## src/rtl/regfile_pkg.sv

```systemverilog
// Shared definitions for the register-file family (ARF, IR and the parameterised GP file):
// FunSel operation encodings and sizing limits.
package regfile_pkg;

  localparam logic [1:0] FUN_DEC  = 2'b00;
  localparam logic [1:0] FUN_INC  = 2'b01;
  localparam logic [1:0] FUN_LOAD = 2'b10;
  localparam logic [1:0] FUN_CLR  = 2'b11;

  localparam int MAX_REGS  = 16;
  localparam int MIN_WIDTH = 2;

endpackage

```

## src/rtl/param_reg_file_if.sv

```systemverilog
// Control/data bundle of param_reg_file: shared FunSel, active-low register selects,
// load data, two read-port indices and their data, plus the per-register wrap flags.
interface param_reg_file_if #(
  parameter int WIDTH    = 8,
  parameter int NUM_REGS = 4
);
  localparam int SEL_W = $clog2(NUM_REGS);

  logic [1:0]          FunSel;
  logic [NUM_REGS-1:0] RegSel;
  logic [WIDTH-1:0]    I;
  logic [SEL_W-1:0]    OutASel;
  logic [SEL_W-1:0]    OutBSel;
  logic [WIDTH-1:0]    OutA;
  logic [WIDTH-1:0]    OutB;
  logic [NUM_REGS-1:0] Wrap;

  modport master (
    output FunSel, RegSel, I, OutASel, OutBSel,
    input  OutA, OutB, Wrap
  );

  modport slave (
    input  FunSel, RegSel, I, OutASel, OutBSel,
    output OutA, OutB, Wrap
  );
endinterface

```

## src/rtl/nbit_counter_reg.sv

```systemverilog
// One register of the file: dec / inc / load / clear under a shared FunSel,
// with a sticky wrap flag set on modulo roll-over.
module nbit_counter_reg
  import regfile_pkg::*;
#(
  parameter int WIDTH       = 8,
  parameter int RESET_VALUE = 0
) (
  input  logic             Clock,
  input  logic             Reset_n,
  input  logic             En,
  input  logic [1:0]       FunSel,
  input  logic [WIDTH-1:0] I,
  output logic [WIDTH-1:0] Q,
  output logic             Wrap
);

  localparam logic [WIDTH-1:0] RST_Q = WIDTH'(RESET_VALUE);
  localparam logic [WIDTH-1:0] ONE   = {{(WIDTH-1){1'b0}}, 1'b1};

  // NOTE: sequential state uses non-blocking assignments so every flop samples
  // pre-edge values; a blocking '=' here would create ordering-dependent races.
  always_ff @(posedge Clock or negedge Reset_n) begin
    if (!Reset_n) begin
      Q    <= RST_Q;
      Wrap <= 1'b0;
    end else if (En) begin
      case (FunSel)
        FUN_DEC: begin
          Q <= Q - ONE;
          if (Q == '0) Wrap <= 1'b1;
        end
        FUN_INC: begin
          Q <= Q + ONE;
          if (&Q) Wrap <= 1'b1;
        end
        FUN_LOAD: begin
          Q    <= I;
          Wrap <= 1'b0;
        end
        default: begin
          Q    <= '0;
          Wrap <= 1'b0;
        end
      endcase
    end
  end

endmodule

```

## src/rtl/param_reg_file.sv

```systemverilog
// NUM_REGS x WIDTH general-purpose register file with two combinational read ports.
// Optional same-cycle load bypass on the read ports when REGFILE_BYPASS_EN is defined.
module param_reg_file
  import regfile_pkg::*;
#(
  parameter int WIDTH       = 8,
  parameter int NUM_REGS    = 4,
  parameter int RESET_VALUE = 0
) (
  input logic              Clock,
  input logic              Reset_n,
  param_reg_file_if.slave  bus
);

  localparam int SEL_W = $clog2(NUM_REGS);
  localparam int DEPTH = 2 ** SEL_W;

  logic [WIDTH-1:0]    q [NUM_REGS];
  logic [NUM_REGS-1:0] wrap;

  for (genvar k = 0; k < NUM_REGS; k++) begin : g_reg
    nbit_counter_reg #(
      .WIDTH       (WIDTH),
      .RESET_VALUE (RESET_VALUE)
    ) u_reg (
      .Clock   (Clock),
      .Reset_n (Reset_n),
      .En      (~bus.RegSel[k]),
      .FunSel  (bus.FunSel),
      .I       (bus.I),
      .Q       (q[k]),
      .Wrap    (wrap[k])
    );
  end

  assign bus.Wrap = wrap;

  // Pad to a power-of-two table so indices past NUM_REGS read as zero.
  logic [WIDTH-1:0] q_pad [DEPTH];
`ifdef REGFILE_BYPASS_EN
  logic [DEPTH-1:0] load_pad;
`endif

  for (genvar j = 0; j < DEPTH; j++) begin : g_pad
    if (j < NUM_REGS) begin : g_live
      assign q_pad[j] = q[j];
`ifdef REGFILE_BYPASS_EN
      assign load_pad[j] = ~bus.RegSel[j] & (bus.FunSel == FUN_LOAD);
`endif
    end else begin : g_hole
      assign q_pad[j] = '0;
`ifdef REGFILE_BYPASS_EN
      assign load_pad[j] = 1'b0;
`endif
    end
  end

  logic [WIDTH-1:0] out_a;
  logic [WIDTH-1:0] out_b;

  // NOTE: each always_comb output is assigned a default before any condition,
  // so no path leaves it unassigned and no latch is inferred.
  always_comb begin
    out_a = q_pad[bus.OutASel];
    out_b = q_pad[bus.OutBSel];
`ifdef REGFILE_BYPASS_EN
    if (load_pad[bus.OutASel]) out_a = bus.I;
    if (load_pad[bus.OutBSel]) out_b = bus.I;
`endif
  end

  assign bus.OutA = out_a;
  assign bus.OutB = out_b;

endmodule

```

## src/flat_wrapper.sv

```systemverilog
// flat-port wrapper written by rule: the top's interface ports become plain ports
module param_reg_file_flat import regfile_pkg::*;
#(
  parameter int WIDTH       = 8,
  parameter int NUM_REGS    = 4,
  parameter int RESET_VALUE = 0
)
  (Clock, Reset_n, bus_FunSel, bus_RegSel, bus_I, bus_OutASel, bus_OutBSel, bus_OutA, bus_OutB, bus_Wrap);
  param_reg_file_if #(.WIDTH(WIDTH), .NUM_REGS(NUM_REGS)) bus_i ();
  input logic Clock;
  input logic Reset_n;
  input wire logic [$bits(bus_i.FunSel)-1:0] bus_FunSel;
  input wire logic [$bits(bus_i.RegSel)-1:0] bus_RegSel;
  input wire logic [$bits(bus_i.I)-1:0] bus_I;
  input wire logic [$bits(bus_i.OutASel)-1:0] bus_OutASel;
  input wire logic [$bits(bus_i.OutBSel)-1:0] bus_OutBSel;
  output wire logic [$bits(bus_i.OutA)-1:0] bus_OutA;
  output wire logic [$bits(bus_i.OutB)-1:0] bus_OutB;
  output wire logic [$bits(bus_i.Wrap)-1:0] bus_Wrap;
  assign bus_i.FunSel = bus_FunSel;
  assign bus_i.RegSel = bus_RegSel;
  assign bus_i.I = bus_I;
  assign bus_i.OutASel = bus_OutASel;
  assign bus_i.OutBSel = bus_OutBSel;
  assign bus_OutA = bus_i.OutA;
  assign bus_OutB = bus_i.OutB;
  assign bus_Wrap = bus_i.Wrap;
  param_reg_file #(.WIDTH(WIDTH), .NUM_REGS(NUM_REGS), .RESET_VALUE(RESET_VALUE)) u_core (.Clock(Clock), .Reset_n(Reset_n), .bus(bus_i));
endmodule
```

## config.mk

```make
export PLATFORM = sky130hd
export DESIGN_NAME = param_reg_file_flat
export DESIGN_NICKNAME = d
export VERILOG_FILES = /design/src/rtl/regfile_pkg.sv /design/src/rtl/param_reg_file_if.sv /design/src/rtl/nbit_counter_reg.sv /design/src/rtl/param_reg_file.sv /design/src/flat_wrapper.sv
export SDC_FILE = /design/constraint.sdc
export NUM_CORES = 1
export LEC_CHECK = 0
export ABC_AREA = 1
export CORE_ASPECT_RATIO = 0.7
export CORE_UTILIZATION = 51
export CTS_CLUSTER_SIZE = 24
export DETAILED_ROUTE_END_ITERATION = 16
export GPL_TIMING_DRIVEN = 0
export PLACE_DENSITY = 0.73
export SLEW_MARGIN = 15
export SYNTH_ARGS = -nofsm -noshare
export SYNTH_HDL_FRONTEND = slang
export SYNTH_SLANG_ARGS = --single-unit
```

## constraint.sdc

```tcl
create_clock -name Clock -period 2.5 [get_ports Clock]
set_input_delay 0.5 -clock Clock [delete_from_list [all_inputs] [get_ports Clock]]
set_output_delay 0.5 -clock Clock [all_outputs]
set_load 0.01 [all_outputs]
```

==> summary.md <==
| Metric | Value |
|---|---|
| Post-placement cell count | 709 |
| Num rows | 24 |
| Starting Density | 54.8% |
| Reg2reg path depth | 7 |
| CTS tree | yes |
| Setup crit end | bus_OutA[3] |
| # DRC | 0 |
| Setup TNS | 0 ps |
| Comb power frac | 49.4% |
| Die width | 102 um |
| Arrival time worst endpoint | 1980 ps |
| Max-slew violation count | 0 |
| Worst Setup SP | bus_OutASel[0] |
| Via density | 5.67 |
| Detail Route Antenna Nets | 0 |
| Multi-input combinational cell area | 2240 um2 |
| Grt met1 use | 47.7% |
| Synth warn | 0 |
| Fillers | 623 |
| M3 GR Usage | 6.93% |
| Setup CP Type | input port to output pin |
| Clock sinks | 36 |
| GR Overflow Total | 0 |
| Root buffer cell | clkbuf_8 |
| Worst slew pin tran | 694 ps |
| Max incr delay on CP | 580 ps |
| Non-Filler Instances | 720 |
| Design area | 4220 um2 |
| Worst reg-to-reg setup slack | 740 ps |
| Slowest stage cell on the critical path | clkdlybuf4s50_1 |
| PortBufs | 39 |
| CORE AREA | 6460 um2 |
| Final WL | 11.5 mm |
| Yosys reg bits | 36 |
| DR WL/cell | 15.9 um |
| Antenna Cells | 0 |
| Clk network pwr share | 17.1% |
| Routability cong. | 0.972 |
| CP startpoint kind | input port |
| Tcrit/Tclk final | 99.0% |
| Maximum vdd drop | 0.408 mV |
| R2r endpoint | u_core.g_reg[3].u_reg.Q[4]$_DFFE_PN0N_ |
| Syn_nets | 626 |
| Net Switching | 1190 uW |
| Commonest non-fill, non-tap cells in the layout | nand2_1 (154), inv_1 (82), a21oi_1 (58), nor2_1 (57), o21ai_0 (49) |
| Synth Instances | 578 |
| Worst-path fanout max | 10 |
| Clock buffer depth | 2 |
| Fin. Hold Viols | 0 |
| Vias post-DR | 4083 |
| Area grow syn2layout | 19.1% |
| Final worst path period need | 2480 ps |
| Max-cap violations | 0 |
| Core Util, Final | 65.3% |
| Num CTS Buffers | 5 |
| Mean post-synth cell area | 6.12 um2 |
| Power Dens Cells | 628 nW/um2 |
| Hold_buf cts | 0 |
| Nets | 676 |
| Die ar. | 7280 um2 |
| HP Class | input port to async pin |
| Area of placed instances | 4070 um2 |
| Die H | 71.7 um |
| CP Capture Type | output pin |
| Pin count of the biggest net entering global routing | 20 |
| Register area share after synthesis | 25.5% |
| Fmax | 0.404 GHz |
| CTS H-tree lvls | 2 |
| First-pass GRT wire length | 18.8 mm |
| Worst Path Required | 2000 ps |
| DR iter-0 viols | 437 |
| Status | complete, no violations |
| Unrepaired setup endpoints after global routing | no |
| Met2 Use GR | 52.6% |
| Hpwl dp | 8.40 mm |
| Pleak | 0.00226 uW |
| I/O pin count | 40 |
| Layout cells sized above 1 | 6.68% |
| Netlist cell types | 23 |
| Grt peak-use layer | met2 |
| Clock Pin Slew Worst Setup and Hold Paths | 80 ps |
| Sw Ratio | 45.0% |
| Initial antenna violation count | 0 |
| Most common cell after layout, fill and taps aside | nand2_1 |
| Clock Skews | 1.50 ps |
| Worst slew margin | 53.7% |
| DR pass1 iterations | 5 |
| Reg2Reg Launch Point | u_core.g_reg[3].u_reg.Q[0]$_DFFE_PN0N_ |
| Number of global-route vias before repair | 3846 |
| Synthesized area | 3540 um2 |
| Part of the power in registers | 33.5% |
| Pint | 1460 uW |
| Setup Viol. Count Final | 0 |
| Total Routing Usage GR | 33.9% |
| Register area | 901 um2 |
| Clk_lat worst skew | 290 ps |
| Cell chain of the critical path | dlygate4sd2_1 > clkinv_2 > clkbuf_4 > nor2_1 > o22ai_1 > clkdlybuf4s50_1 |
| Power, Total | 2650 uW |
[area by class of cell]
class,count,share of cell area [%]
inverters,90,8.19
plain buffers,17,2.46
multi-input cells,436,53.1
flip-flops and latches,36,21.4
repair buffers,42,10.0
clock buffers,8,2.14
well taps,91,2.70
[kinds of logic (layout without fill, tap and decap cells)]
family	count (synthesis)	count (layout)	synth area share, %
and+or+nand+nor	281	282	33.3
AOI/OAI and AO/OA	126	126	18.6
buffers and inverters	107	157	11.9
DFF	36	36	25.5
adders and majority gates	28	28	10.7
[critical path: cells and delay by family]
family | cells | cell delay [ps]
buffers and inverters | 4 | 1190
AO/OA/AOI/OAI | 1 | 230
AND/OR/NAND/NOR | 1 | 50
[power by group through the flow]
stage	clock network [uW]	logic, uW	registers, uW
floorplan	0	927	811
global placement	0	1230	880
detailed placement	0	1290	884
CTS	448	1300	873
global route	475	1510	895
finish	453	1310	887
[flip-flops by register name, summed over array words and instances (netlist names)]
| register | cells |
|---|---|
| u_core.g.u_reg.Q | 32 |
| u_core.g.u_reg.Wrap | 4 |
[through the flow]
| step | hold slack [ps] | worst slack, ps |
|---|---|---|
| 2_1_floorplan | 204 | 477 |
| 3_3_place_gp | 471 | -567 |
| 5_1_grt | 194 | 9.77 |
| 3_5_place_dp | 475 | -596 |
| 4_1_cts | 185 | 4.38 |
| 6_report | 164 | 24.2 |
[per-layer routing]
metal | part of all wire, % | routed length [um] | vias up
met3 | 11 | 1270 | 20
met1 | 44 | 5010 | 1851
met5 | 0 | 0 | -
li1 | - | - | 1986
met4 | 1.6 | 183 | 0
met2 | 44 | 5020 | 226
[how the worst min path moves through the flow]
stage | endpoint | slack (ps) | cells past startpoint
after floorplan | u_core.g_reg[0].u_reg.Q[0]$_DFFE_PN0N_ | 200 | 0
after global placement | u_core.g_reg[3].u_reg.Wrap$_DFFE_PN0P_ | 470 | 2
after detailed placement | u_core.g_reg[2].u_reg.Wrap$_DFFE_PN0P_ | 480 | 2
after CTS | u_core.g_reg[2].u_reg.Q[0]$_DFFE_PN0N_ | 180 | 1
after global routing | u_core.g_reg[2].u_reg.Q[0]$_DFFE_PN0N_ | 190 | 1
final | u_core.g_reg[3].u_reg.Q[7]$_DFFE_PN0N_ | 160 | 1
[synth_stat cells, drive strengths merged]
library cell / count / area share, %
a21oi: 58 / 8.2
a22oi: 4 / 0.85
a31oi: 4 / 0.71
buf: 6 / 1.1
clkbuf: 11 / 1.2
clkinv: 2 / 0.21
dfrtp: 36 / 25
fa: 4 / 2.3
ha: 24 / 8.5
inv: 88 / 9.4
nand2: 155 / 17
nand3: 48 / 6.8
nand4: 12 / 2.1
nor2: 58 / 6.4
o21ai: 50 / 7.1
o22ai: 10 / 1.8
or2: 8 / 1.4
[timing repair]
action | in CTS | in global routing
gates resized for setup | 23 | 10
setup endpoints to repair | 43 | 31
hold endpoints to repair | 0 | 0
gates cloned | 1 | 0
pin swaps | 1 | 0
setup buffers | 2 | 0
No activity file was read; power rests on OpenSTA's default activity.
